===== src/rtl/intr_dispatcher_if.sv =====
// Signal bundle between the interrupt dispatcher and the manager / PC mux / control unit.
// The dispatcher takes the slave side; the core-side logic takes the master side.
interface intr_dispatcher_if #(
    parameter int PC_W = 10
);
    logic [7:0]      pending;
    logic [7:0]      active;
    logic            int_enable;
    logic            instr_boundary;
    logic            reti;
    logic [PC_W-1:0] pc_next;
    logic [7:0]      call_intr;
    logic [7:0]      s_return_intr;
    logic            take_intr;
    logic [PC_W-1:0] vector_pc;
    logic            ret_valid;
    logic [PC_W-1:0] ret_pc;
    logic            stall;
    logic            err;

    modport slave (
        input  pending, active, int_enable, instr_boundary, reti, pc_next,
        output call_intr, s_return_intr, take_intr, vector_pc, ret_valid, ret_pc, stall, err
    );

    modport master (
        output pending, active, int_enable, instr_boundary, reti, pc_next,
        input  call_intr, s_return_intr, take_intr, vector_pc, ret_valid, ret_pc, stall, err
    );
endinterface


===== src/rtl/intr_dispatcher.sv =====
// Interrupt dispatcher: takes the highest-priority eligible request, redirects the PC to its
// vector and keeps return addresses on a small LIFO so handlers can nest.
module intr_dispatcher #(
    parameter int              PC_W     = 10,
    parameter int              DEPTH    = 4,
    parameter logic [PC_W-1:0] VEC_BASE = 10'h3F0
) (
    input  logic             clk,
    input  logic             reset,
    intr_dispatcher_if.slave bus
);
    localparam int SP_W    = $clog2(DEPTH + 1);
    localparam int IDX_W   = (DEPTH > 1) ? $clog2(DEPTH) : 1;
    localparam int ENTRIES = 1 << IDX_W;

    typedef enum logic [1:0] {IDLE, CALL, RET, SETTLE} state_t;

    function automatic logic [7:0] lowest_onehot(input logic [7:0] v);
        return v & (~v + 8'd1);
    endfunction

    // Returns 8 when no bit is set, so "no active interrupt" never blocks a candidate.
    function automatic logic [3:0] lowest_idx(input logic [7:0] v);
        logic [3:0] idx;
        idx = 4'd8;
        for (int i = 7; i >= 0; i--) begin
            if (v[i]) idx = 4'(i);
        end
        return idx;
    endfunction

    state_t          state_q, state_d;
    logic [SP_W-1:0] sp_q, sp_d;
    logic            err_q, err_d;
    logic [7:0]      call_intr_q, call_intr_d;
    logic [7:0]      s_return_intr_q, s_return_intr_d;
    logic            take_intr_q, take_intr_d;
    logic [PC_W-1:0] vector_pc_q, vector_pc_d;
    logic            ret_valid_q, ret_valid_d;
    logic [PC_W-1:0] ret_pc_q, ret_pc_d;
    logic            stall_q, stall_d;

    logic [PC_W-1:0] stack_q [ENTRIES];

    logic [7:0]      cand;
    logic [3:0]      best_idx;
    logic [3:0]      act_idx;
    logic            eligible;
    logic [SP_W-1:0] sp_m1;
    logic            push_en;

    always_comb begin
        cand     = bus.pending & ~bus.active;
        best_idx = lowest_idx(cand);
        act_idx  = lowest_idx(bus.active);
        sp_m1    = sp_q - SP_W'(1);
        eligible = (cand != 8'd0) && (best_idx < act_idx) && bus.int_enable &&
                   bus.instr_boundary && (sp_q < SP_W'(DEPTH));
    end

    // Outputs are computed one state ahead so every pulse leaves a flop.
    always_comb begin
        state_d         = state_q;
        sp_d            = sp_q;
        err_d           = err_q;
        call_intr_d     = '0;
        s_return_intr_d = '0;
        take_intr_d     = 1'b0;
        vector_pc_d     = '0;
        ret_valid_d     = 1'b0;
        ret_pc_d        = '0;
        stall_d         = 1'b0;
        push_en         = 1'b0;
        case (state_q)
            IDLE: begin
                if (bus.reti) begin
                    if (sp_q != '0) begin
                        state_d         = RET;
                        s_return_intr_d = lowest_onehot(bus.active);
                        ret_valid_d     = 1'b1;
                        ret_pc_d        = stack_q[sp_m1[IDX_W-1:0]];
                        stall_d         = 1'b1;
                        sp_d            = sp_m1;
                    end else begin
                        err_d = 1'b1;
                    end
                end else if (eligible) begin
                    state_d     = CALL;
                    call_intr_d = lowest_onehot(cand);
                    take_intr_d = 1'b1;
                    vector_pc_d = VEC_BASE + PC_W'(best_idx[2:0]);
                    stall_d     = 1'b1;
                    push_en     = 1'b1;
                    sp_d        = sp_q + SP_W'(1);
                end
            end
            CALL, RET: begin
                state_d = SETTLE;
                stall_d = 1'b1;
            end
            SETTLE: begin
                // One dead cycle lets the manager registers reflect the call/return.
                state_d = IDLE;
            end
            default: state_d = IDLE;
        endcase
    end

    always_ff @(posedge clk) begin
        if (!reset) begin
            state_q         <= IDLE;
            sp_q            <= '0;
            err_q           <= 1'b0;
            call_intr_q     <= '0;
            s_return_intr_q <= '0;
            take_intr_q     <= 1'b0;
            vector_pc_q     <= '0;
            ret_valid_q     <= 1'b0;
            ret_pc_q        <= '0;
            stall_q         <= 1'b0;
        end else begin
            state_q         <= state_d;
            sp_q            <= sp_d;
            err_q           <= err_d;
            call_intr_q     <= call_intr_d;
            s_return_intr_q <= s_return_intr_d;
            take_intr_q     <= take_intr_d;
            vector_pc_q     <= vector_pc_d;
            ret_valid_q     <= ret_valid_d;
            ret_pc_q        <= ret_pc_d;
            stall_q         <= stall_d;
        end
    end

    // Return-address storage is pure data; its contents are meaningless while sp is 0.
    always_ff @(posedge clk) begin
        if (push_en) stack_q[sp_q[IDX_W-1:0]] <= bus.pc_next;
    end

    assign bus.call_intr     = call_intr_q;
    assign bus.s_return_intr = s_return_intr_q;
    assign bus.take_intr     = take_intr_q;
    assign bus.vector_pc     = vector_pc_q;
    assign bus.ret_valid     = ret_valid_q;
    assign bus.ret_pc        = ret_pc_q;
    assign bus.stall         = stall_q;
    assign bus.err           = err_q;
endmodule

===== src/flat_wrapper.sv =====
// flat-port wrapper written by rule: the top's interface ports become plain ports
module intr_dispatcher_flat 
#(
    parameter int              PC_W     = 10,
    parameter int              DEPTH    = 4,
    parameter logic [PC_W-1:0] VEC_BASE = 10'h3F0
)
  (clk, reset, bus_pending, bus_active, bus_int_enable, bus_instr_boundary, bus_reti, bus_pc_next, bus_call_intr, bus_s_return_intr, bus_take_intr, bus_vector_pc, bus_ret_valid, bus_ret_pc, bus_stall, bus_err);
  intr_dispatcher_if #(.PC_W(PC_W)) bus_i ();
  input  logic clk;
  input  logic reset;
  input wire logic [$bits(bus_i.pending)-1:0] bus_pending;
  input wire logic [$bits(bus_i.active)-1:0] bus_active;
  input wire logic [$bits(bus_i.int_enable)-1:0] bus_int_enable;
  input wire logic [$bits(bus_i.instr_boundary)-1:0] bus_instr_boundary;
  input wire logic [$bits(bus_i.reti)-1:0] bus_reti;
  input wire logic [$bits(bus_i.pc_next)-1:0] bus_pc_next;
  output wire logic [$bits(bus_i.call_intr)-1:0] bus_call_intr;
  output wire logic [$bits(bus_i.s_return_intr)-1:0] bus_s_return_intr;
  output wire logic [$bits(bus_i.take_intr)-1:0] bus_take_intr;
  output wire logic [$bits(bus_i.vector_pc)-1:0] bus_vector_pc;
  output wire logic [$bits(bus_i.ret_valid)-1:0] bus_ret_valid;
  output wire logic [$bits(bus_i.ret_pc)-1:0] bus_ret_pc;
  output wire logic [$bits(bus_i.stall)-1:0] bus_stall;
  output wire logic [$bits(bus_i.err)-1:0] bus_err;
  assign bus_i.pending = bus_pending;
  assign bus_i.active = bus_active;
  assign bus_i.int_enable = bus_int_enable;
  assign bus_i.instr_boundary = bus_instr_boundary;
  assign bus_i.reti = bus_reti;
  assign bus_i.pc_next = bus_pc_next;
  assign bus_call_intr = bus_i.call_intr;
  assign bus_s_return_intr = bus_i.s_return_intr;
  assign bus_take_intr = bus_i.take_intr;
  assign bus_vector_pc = bus_i.vector_pc;
  assign bus_ret_valid = bus_i.ret_valid;
  assign bus_ret_pc = bus_i.ret_pc;
  assign bus_stall = bus_i.stall;
  assign bus_err = bus_i.err;
  intr_dispatcher #(.PC_W(PC_W), .DEPTH(DEPTH), .VEC_BASE(VEC_BASE)) u_core (.clk(clk), .reset(reset), .bus(bus_i));
endmodule

===== config.mk =====
export PLATFORM = sky130hd
export DESIGN_NAME = intr_dispatcher_flat
export DESIGN_NICKNAME = d
export VERILOG_FILES = /design/src/rtl/intr_dispatcher_if.sv /design/src/rtl/intr_dispatcher.sv /design/src/flat_wrapper.sv
export SDC_FILE = /design/constraint.sdc
export NUM_CORES = 1
export LEC_CHECK = 0
export ABC_AREA = 1
export BUFFER_PORTS_ARGS = -buffer_cell sky130_fd_sc_hd__buf_2
export CAP_MARGIN = 10
export CORE_MARGIN = 2
export CORE_UTILIZATION = 60
export CTS_BUF_LIST = sky130_fd_sc_hd__clkbuf_4 sky130_fd_sc_hd__clkbuf_8
export DETAILED_ROUTE_END_ITERATION = 10
export GPL_TIMING_DRIVEN = 0
export PLACE_DENSITY = 0.88
export SLEW_MARGIN = 20
export SYNTH_ARGS = -nofsm -noshare
export SYNTH_HDL_FRONTEND = slang
export SYNTH_SLANG_ARGS = --single-unit

===== constraint.sdc =====
create_clock -name clk -period 4.8 [get_ports clk]
set_input_delay 0.48 -clock clk [delete_from_list [all_inputs] [get_ports clk]]
set_output_delay 0.48 -clock clk [all_outputs]
set_load 0.02 [all_outputs]

==> results of run 1 <==
[cell usage after synthesis (2+ instances only)]
cell type / instances / area, µm²
nor2_1: 68 / 255.2
edfxtp_1: 40 / 1201
dfxtp_1: 39 / 780.8
nand2_1: 33 / 123.9
inv_1: 23 / 86.33
o21ai_0: 22 / 110.1
a21oi_1: 18 / 90.09
nand3_1: 14 / 70.07
ha_1: 10 / 125.1
inv_2: 9 / 33.78
nand2_2: 7 / 43.79
buf_4: 6 / 45.04
clkbuf_1: 4 / 15.01
nor3_1: 4 / 20.02
nor4_1: 4 / 25.02
buf_1: 2 / 7.510
nor2_2: 2 / 12.51
o21ai_1: 2 / 10.01
xor2_1: 2 / 17.52
[metal layers]
metal,track usage [%],vias up,share of wire [%]
met2,42.09,149,50
li1,-,1218,-
met5,0,-,0
met1,27.82,1151,39
met3,7.176,17,8.9
met4,11.61,0,2.1
[registers in the layout (all words and copies together) (netlist names)]
name	cells
u_core.bus.ret_pc	10
u_core.state_q	2
u_core.bus.stall	1
u_core.bus.vector_pc	4
u_core.bus.take_intr	1
u_core.bus.call_intr	8
u_core.stack_q	40
u_core.bus.ret_valid	1
u_core.sp_q	3
u_core.bus.s_return_intr	8
u_core.bus.err	1
[metrics by stage]
step | total power, mW | hold WS, ps
floorplan | 1.005 | 477.5
global placement | 1.086 | 438.8
detailed placement | 1.101 | 442.2
CTS | 1.579 | 318.8
global route | 1.666 | 325.9
finish | 1.581 | 326.1
[cell type report]
cell class	instances	area, µm²
plain buffers	13	72.57
clock buffers	12	146.4
clock inverters	4	47.55
fillers	359	1300
inverters	33	123.9
multi-input cells	198	1035
flip-flops and latches	79	1982
well taps	70	87.58
repair buffers	69	345.3
[power breakdown]
| group | switching [mW] | internal [mW] | leakage (nW) |
|---|---|---|---|
| logic | 0.229 | 0.111 | 0.939 |
| clock network | 0.230 | 0.256 | 0.101 |
| registers | 0.0154 | 0.739 | 0.675 |
| total | 0.475 | 1.11 | 1.71 |
[cell usage in the layout (no fill, tap or decap), drive strengths merged, types with 4 or more instances in the layout]
cell type | netlist | layout
nand3 | 16 | 16
nor4 | 4 | 4
a21oi | 19 | 19
nor3 | 5 | 5
clkbuf | 5 | 17
buf | 8 | 77
o21ai | 24 | 24
dfxtp | 39 | 39
ha | 10 | 10
nand2 | 41 | 41
nor2 | 71 | 71
inv | 32 | 32
edfxtp | 40 | 40
[how the worst max path moves through the flow]
stage	cells after the start	from	endpoint	slack [ps]
3_3_place_gp	10	bus_active[2]	u_core.stack_q[2][7]	1520
5_1_grt	10	bus_active[2]	u_core.stack_q[0][2]	1620
3_5_place_dp	10	bus_active[2]	u_core.stack_q[2][0]	1450
4_1_cts	10	bus_active[2]	u_core.stack_q[2][6]	1840
2_1_floorplan	9	bus_active[2]	u_core.stack_q[1][0]	2100
6_report	10	bus_active[2]	u_core.stack_q[2][6]	1870
[logic make-up (layout without fill, tap and decap cells)]
logic type / Yosys count / in the layout / share of synthesized area, %
AND/OR/NAND/NOR: 138 / 138 / 19.47
flip-flops: 79 / 79 / 61.68
AO/OA/AOI/OAI: 46 / 46 / 7.905
buffers and inverters: 46 / 131 / 6.113
adder cells (fa/ha/maj): 10 / 10 / 3.894
XOR/XNOR: 3 / 3 / 0.8179
other: 1 / 1 / 0.1167
[worst max-delay path: cells and delay by family]
family                     cells  cell delay (ps)
buffers and inverters          2              190
adders and majority gates      1              210
and+or+nand+nor                6             1710
AOI/OAI and AO/OA              1              300
==> impl_results.md, run 1 <==
- Pre-CTS setup slack: 1451 ps
- Mean post-synth cell area: 9.948 µm²
- CP most frequent cell: nor2_1
- Clock skew: 11.27 ps
- Pwr dens: 411.6 nW/µm²
- Crit path largest cell delay: 790 ps
- Max VDD drop: 0.2897 mV
- # diodes: 0
- Reg2reg end: u_core.bus.ret_pc[4]
- Final Util: 74.71%
- Arr. time, crit path: 2900 ps
- Yosys reg bits: 79
- Row Count: 26
- Total Routed Length: 6.861 mm
- Leakage: 1.715 nW
- Global-route usage over all layers: 24.45%
- Die Area: 5957 µm²
- Worst min path class: input port to flop
- RSZ-0062 raised after global routing: false
- Final Hold Violating Endpoints: 0
- Period minus WS final: 2930 ps
- Worst EP required: 4770 ps
- Startpoint type of the worst setup path: input port
- First-pass GRT wire length: 11.16 mm
- WL/cell: 14.35 µm
- Clock transition at the registers of the reported paths: 80 ps
- CTS tree: built
- Total gr overflow: 0
- Pins Over Slew Limit: 0
- Finished Layout Cells: 478
- Final critical-path share of the clock period: 61.05%
- DIE HEIGHT: 77.18 µm
- Final Setup Violations: 0
- MaxCap Viol Count: 0
- Min-delay src: bus_active[1]
- Final Cell Area: 3840 µm²
- DP Wirelength: 4.638 mm
- Outcome: completed
- Initial core utilization: 62.51%
- Vias in the first global route: 2399
- CP max-delay cell: nor2_1
- Crit-path max FO: 10
- Sequential fraction of the synthesis area: 61.68%
- Post-CTS setup buffer count: 0
- Maximum clock rate: 0.3413 GHz
- Initial antenna violation count: 0
- Syn nets: 364
- Worst hold stages: 2
- 1st-iter DRT viols: 177
- IO Count: 71
- GPL Wtd Cong: 0.9033
- Worst Hold End: u_core.bus.s_return_intr[2]
- Netlist cell types: 33
- IO buf count: 69
- Htree depth: 3
- Fraction of registers with async set or reset after synthesis: 0%
- Cell area after synthesis: 3213 µm²
- Number of remaining DRC errors: 0
- Num CTS Buffers: 9
- Area Overhead vs Synth: 19.51%
- Post-CTS Hold Fix Bufs: 0
- Routed Antenna Nets: 0
- Predominant post-synthesis flop cell: edfxtp_1
- Avg Vias per Cell: 5.303
- Post-synth EDFFs: 40
- Flop-to-flop setup slack: 2150 ps
- CORE AREA: 5140 µm²
- Worst-margin pin slew: 985.6 ps
- Fin worst setup slack: 1870 ps
- CP Class: input port to flop
- NumNets Final: 444
- Worst Setup End Kind: flop
- Die X: 77.18 µm
- Post-CTS Resized: 0
- Clk_lat worst skew: 350 ps
- Largest net degree at the start of global routing: 14
- TritonCTS Sinks: 79
- Setup TNS: 0 ps
- Drt pass-1 iters: 5
- Register-to-Register Path Depth: 9
- Mapped Cells: 323
- Vias: 2535
- Ratio of cells with drive above 1 in the final layout: 28.92%
- Area after DPL: 3646 µm²
- Root buf cell: clkbuf_8
- Clock Tree Buf Depth: 2
- Yosys synthesis warning count: 0
- Dpl cells: 462
- Slew headroom: 34.05%
- Worst path cell trace: buf_2 -> nor2_1 -> nand2_1 -> nor2_1 -> inv_1 -> or2_2 -> ha_1 -> a211oi_4 -> nand3_4 -> nor2_1
- RR Startpoint: u_core.sp_q[0]
Power figures use the tool's default switching activity.
==> run 2, diff against run 1 <==
--- a/config.mk
+++ b/config.mk
@@ -9,11 +9,11 @@
 export BUFFER_PORTS_ARGS = -buffer_cell sky130_fd_sc_hd__buf_2
 export CAP_MARGIN = 10
 export CORE_MARGIN = 2
-export CORE_UTILIZATION = 60
+export CORE_UTILIZATION = 50
 export CTS_BUF_LIST = sky130_fd_sc_hd__clkbuf_4 sky130_fd_sc_hd__clkbuf_8
 export DETAILED_ROUTE_END_ITERATION = 10
 export GPL_TIMING_DRIVEN = 0
-export PLACE_DENSITY = 0.88
+export PLACE_DENSITY = 0.78
 export SLEW_MARGIN = 20
 export SYNTH_ARGS = -nofsm -noshare
 export SYNTH_HDL_FRONTEND = slang
==> constraint.sdc (replaced) <==
create_clock -name clk -period 2.5 [get_ports clk]
set_input_delay 0.25 -clock clk [delete_from_list [all_inputs] [get_ports clk]]
set_output_delay 0.25 -clock clk [all_outputs]
set_load 0.02 [all_outputs]
==> run 2 against run 1 <==
Core utilization fell by 13 points. Total power is 89% higher. First-iteration DRC count shrank 41%. Clock skew down 1.4 ps. Register-to-register slack worse by 1800 ps. Combinational power up 87%.
==> impl_results.md, run 2 (synthesized netlist as in run 1, its figures left out) <==
- Outcome: completed
- Clk_lat worst skew: 360 ps
- Max VDD drop: 0.6470 mV
- Drt pass-1 iters: 4
- Min-delay src: bus_active[1]
- Ratio of cells with drive above 1 in the final layout: 30.22%
- Worst-margin pin slew: 589.5 ps
- Post-CTS setup buffer count: 0
- Worst Hold Slack: 94.24 ps
- IO Count: 71
- Maximum clock rate: 0.4001 GHz
- Crit-path max FO: 10
- CORE AREA: 6277 µm²
- Root buf cell: clkbuf_8
- Avg Vias per Cell: 4.981
- Clock transition at the registers of the reported paths: 90 ps
- Final critical-path share of the clock period: 99.97%
- Clock skew: 9.827 ps
- Vias in the first global route: 2198
- Largest net degree at the start of global routing: 19
- WL/cell: 13.20 µm
- Leading cell types in the layout, fill and taps excluded: buf_2, nor2_1, edfxtp_1
- GPL Wtd Cong: 0.7984
- Final Util: 61.39%
- Worst Setup End Kind: flop
- Arr. time, crit path: 2490 ps
- Worst Hold End: u_core.bus.s_return_intr[2]
- Slew headroom: 60.66%
- First-pass GRT wire length: 10.21 mm
- Clock Tree Buf Depth: 2
- Worst min path class: input port to flop
- Worst EP required: 2490 ps
- Max reg flops: 40
- Total gr overflow: 0
- Startpoint type of the worst setup path: input port
- RR Startpoint: u_core.sp_q[2]
- Period minus WS final: 2499 ps
- CTS tree: built
- Worst path cell trace: buf_2 -> nor2_1 -> nand2_1 -> nor2_1 -> inv_1 -> or2_2 -> ha_1 -> a211oi_4 -> nand3_4 -> nor2_2
- RSZ-0062 raised after global routing: true
- # diodes: 0
- Pins Over Slew Limit: 0
- Routed Antenna Nets: 0
- Num CTS Buffers: 9
- MaxCap Viol Count: 0
- Pwr dens: 775.5 nW/µm²
- Final Setup Violations: 0
- Fin worst setup slack: 0.7805 ps
- Initial core utilization: 51.19%
- NumNets Final: 443
- CP Class: input port to flop
- Reg2reg end: u_core.stack_q[3][7]
- Pwr Total: 2.988 mW
- Pre-CTS setup slack: -647.2 ps
- Total Routed Length: 6.390 mm
- Flop-to-flop setup slack: 370 ps
- Layout fillers: 518
- Register-to-Register Path Depth: 6
- Worst hold stages: 2
- Area after DPL: 3655 µm²
- IO buf count: 69
- Vias: 2411
- Row Count: 29
- Leakage: 1.701 nW
- Final Cell Area: 3854 µm²
- Die Area: 7084 µm²
- Global-route usage over all layers: 18.81%
- Area Overhead vs Synth: 19.94%
- Final Hold Violating Endpoints: 0
- Setup TNS: 0 ps
- Commonest non-fill, non-tap cell in the layout: buf_2
- Number of remaining DRC errors: 0
- DIE HEIGHT: 84.17 µm
- CP max-delay cell: nor2_2
- Htree depth: 3
- Crit path largest cell delay: 520 ps
- Dpl cells: 469
- Finished Layout Cells: 484
- Initial antenna violation count: 0
- TritonCTS Sinks: 79
- Die X: 84.17 µm
- 1st-iter DRT viols: 105
- CP most frequent cell: nor2_1
- DP Wirelength: 4.416 mm
-- run 2: changes by cell type in the layout (fill, tap and decap cells not counted), sizes merged --
| cell | previous run | this run |
|---|---|---|
| bufinv | 1 | 0 |
| clkinvlp | 1 | 3 |
| clkinv | 3 | 1 |
| clkbuf | 17 | 13 |
| inv | 32 | 36 |
-- run 2: layout make-up --
cell class / instances / area [µm²] / area share, %
clock buffers: 9 / 123.9 / 3.214
inverters: 33 / 123.9 / 3.214
clock inverters: 7 / 62.56 / 1.623
multi-input cells: 198 / 1050 / 27.24
flip-flops and latches: 79 / 1982 / 51.43
repair buffers: 69 / 345.3 / 8.961
well taps: 77 / 96.34 / 2.500
plain buffers: 12 / 70.07 / 1.818
-- run 2: power by group --
group	internal, mW	switching (mW)	total, mW	leakage (nW)
clock network	0.381	0.524	0.905	0.0863
registers	1.42	0.0292	1.45	0.675
logic	0.214	0.423	0.636	0.940
-- run 2: critical path: cells and delay by family --
| family | cells | cell delay, ps |
|---|---|---|
| fa+ha+maj | 1 | 220 |
| compound gates | 1 | 300 |
| simple gates | 6 | 1530 |
| buf+inv | 2 | 190 |
-- run 2: worst max path at each step --
stage | cells past startpoint | end | start | slack (ps)
after floorplan | 9 | u_core.stack_q[1][0] | bus_active[2] | 30
after global placement | 10 | u_core.stack_q[0][0] | bus_active[2] | -590
after detailed placement | 10 | u_core.stack_q[0][0] | bus_active[2] | -650
after CTS | 10 | u_core.stack_q[2][9] | bus_active[2] | -210
after global routing | 10 | u_core.stack_q[3][7] | bus_active[2] | -140
final | 10 | u_core.stack_q[3][7] | bus_active[2] | 0.8
-- run 2: what timing repair did --
| item | CTS | global route |
|---|---|---|
| gates resized for setup | 2 | 5 |
| gates cloned | 0 | 0 |
| hold buffers | 0 | 0 |
| setup endpoints to repair | 50 | 40 |
-- run 2: metal layers --
layer	wire [µm]	track usage, %	share of wire (%)	vias up
met4	95	7.918	1.5	0
met5	0	0	0	-
met2	3085	30.74	48	102
li1	-	-	-	1218
met3	466	5.310	7.3	6
met1	2742	23.54	43	1085
==> run 3, diff against run 2 <==
--- a/config.mk
+++ b/config.mk
@@ -7,13 +7,12 @@
 export LEC_CHECK = 0
 export ABC_AREA = 1
 export BUFFER_PORTS_ARGS = -buffer_cell sky130_fd_sc_hd__buf_2
-export CAP_MARGIN = 10
 export CORE_MARGIN = 2
-export CORE_UTILIZATION = 50
+export CORE_UTILIZATION = 56
 export CTS_BUF_LIST = sky130_fd_sc_hd__clkbuf_4 sky130_fd_sc_hd__clkbuf_8
 export DETAILED_ROUTE_END_ITERATION = 10
 export GPL_TIMING_DRIVEN = 0
-export PLACE_DENSITY = 0.78
+export PLACE_DENSITY = 0.83
 export SLEW_MARGIN = 20
 export SYNTH_ARGS = -nofsm -noshare
 export SYNTH_HDL_FRONTEND = slang
==> constraint.sdc (replaced) <==
create_clock -name clk -period 2.35 [get_ports clk]
set_input_delay 0.235 -clock clk [delete_from_list [all_inputs] [get_ports clk]]
set_output_delay 0.235 -clock clk [all_outputs]
set_load 0.02 [all_outputs]
==> run 3 against run 2 <==
Worst setup slack improved by 120 ps. Cell area increased by 3.8%. Global-route usage grew 3.1 points. Sequential share of layout area shrank 1.9 points. Total power rose by 12%. Cell count increased by 0.21%. Clock skew decreased by 1.6 ps. Non-clock buffer count is 6 higher. Combinational power grew 14%. Largest cell class unchanged.
==> impl_results.md, run 3 (synthesized netlist as in run 1, its figures left out) <==
- Area Overhead vs Synth: 24.49%
- Vias in the first global route: 2351
- Crit-path max FO: 10
- Initial core utilization: 57.99%
- RR Startpoint: u_core.sp_q[0]
- Die Area: 6359 µm²
- IO buf count: 69
- Dpl cells: 464
- Global-route usage over all layers: 21.91%
- Largest net degree at the start of global routing: 19
- Die X: 79.75 µm
- Max VDD drop: 0.6306 mV
- Worst EP required: 2410 ps
- Worst Setup End Kind: flop
- NumNets Final: 449
- WL/cell: 14.45 µm
- DIE HEIGHT: 79.75 µm
- DP Wirelength: 4.629 mm
- CORE AREA: 5540 µm²
- Clock transition at the registers of the reported paths: 80 ps
- Period minus WS final: 2228 ps
- # diodes: 0
- TritonCTS Sinks: 79
- Clk_lat worst skew: 350 ps
- Root buf cell: clkbuf_8
- Pins Over Slew Limit: 0
- Vias: 2490
- Arr. time, crit path: 2290 ps
- Num CTS Buffers: 9
- GPL Wtd Cong: 0.8974
- 1st-iter DRT viols: 296
- Clock skew: 8.246 ps
- CP Class: input port to flop
- Row Count: 27
- Worst-margin pin slew: 563.8 ps
- Max reg flops: 40
- Ratio of cells with drive above 1 in the final layout: 30.99%
- Initial antenna violation count: 0
- Slew headroom: 62.42%
- Leading cell types in the layout, fill and taps excluded: buf_2, nor2_1, edfxtp_1
- Clock Tree Buf Depth: 2
- Drt pass-1 iters: 5
- Commonest non-fill, non-tap cell in the layout: buf_2
- Flop-to-flop setup slack: 160 ps
- Final Setup Violations: 0
- Final critical-path share of the clock period: 94.83%
- Outcome: completed
- Pwr dens: 839.1 nW/µm²
- Number of remaining DRC errors: 0
- Leakage: 1.771 nW
- Routed Antenna Nets: 0
- CTS tree: built
- First-pass GRT wire length: 10.46 mm
- Worst hold stages: 2
- Post-CTS Hold Fix Bufs: 0
- Worst min path class: input port to flop
- IO Count: 71
- Final Util: 72.20%
- Worst Hold End: u_core.bus.s_return_intr[2]
- Total Routed Length: 7.006 mm
- Avg Vias per Cell: 5.134
- Total gr overflow: 0
- Reg2reg end: u_core.bus.ret_pc[8]
- Startpoint type of the worst setup path: input port
- Min-delay src: bus_active[0]
- Finished Layout Cells: 485
- Maximum clock rate: 0.4487 GHz
- Htree depth: 3
- Register-to-Register Path Depth: 7
- Final Hold Violating Endpoints: 0
- MaxCap Viol Count: 0
[run 3: changes by cell type in the layout (fill, tap and decap cells not counted), sizes merged]
cell	delta
inv	-3
bufinv	+2
clkinv	+2
clkbuf	+1
clkinvlp	-2
buf	+6
[run 3: per-stage QoR]
step	power, mW	setup slack [ps]	cell area, µm²	hold WS [ps]	TNS [ps]
final	3.356	121.6	4000	98.34	0
after global placement	2.219	-670.3	3649	439.1	-27590
after CTS	3.329	-92.12	3872	84.57	-3124
after floorplan	2.054	-102.3	3213	312.0	-4089
after detailed placement	2.256	-693.7	3649	437.0	-29610
after global routing	3.509	-42.29	4000	91.47	-45.51
[run 3: where the power goes]
group	internal (mW)	leakage [nW]	total, mW	switching (mW)
sequential	1.51	0.675	1.54	0.0334
combinational	0.240	0.988	0.725	0.485
clock	0.608	0.108	1.09	0.481
[run 3: area by class of cell]
cell class	count	area (µm²)
repair buffers	75	452.9
plain buffers	12	70.07
well taps	72	90.09
clock buffers	10	131.4
inverters	33	123.9
multi-input cells	198	1065
flip-flops and latches	79	1982
fillers	397	1540
clock inverters	6	85.08
[run 3: worst max-delay path by stage]
stage / from / to / slack, ps / cells after the start
2_1_floorplan: bus_active[2] / u_core.stack_q[1][0] / -100 / 9
3_3_place_gp: bus_active[2] / u_core.stack_q[1][2] / -670 / 10
3_5_place_dp: bus_active[2] / u_core.stack_q[2][2] / -690 / 10
4_1_cts: bus_active[2] / u_core.stack_q[2][2] / -90 / 10
5_1_grt: u_core.sp_q[0] / u_core.bus.ret_pc[8] / -40 / 7
6_report: bus_active[2] / u_core.stack_q[2][2] / 120 / 11
[run 3: timing repair]
item | in CTS | in global routing
setup endpoints to repair | 50 | 40
resized for setup | 5 | 4
buffers inserted | 0 | 6
pin swaps | 0 | 4
cloned | 0 | 0
[run 3: per-layer routing]
layer / global-route usage [%] / vias to the layer above / routed length [µm]
met1: 26.17 / 1141 / 2820
met5: 0 / - / 0
met3: 3.507 / 10 / 405
li1: - / 1237 / -
met4: 12.20 / 0 / 114
met2: 37.65 / 102 / 3665
[run 3: worst max-delay path: stages]
cell      delay, ps
buf_2           120
nor2_1          150
nand2_1          90
nor2_1          190
inv_1            80
or2_2           300
ha_1            210
a211oi_4        320
nand3_4         240
nor2_4          190
buf_12          150
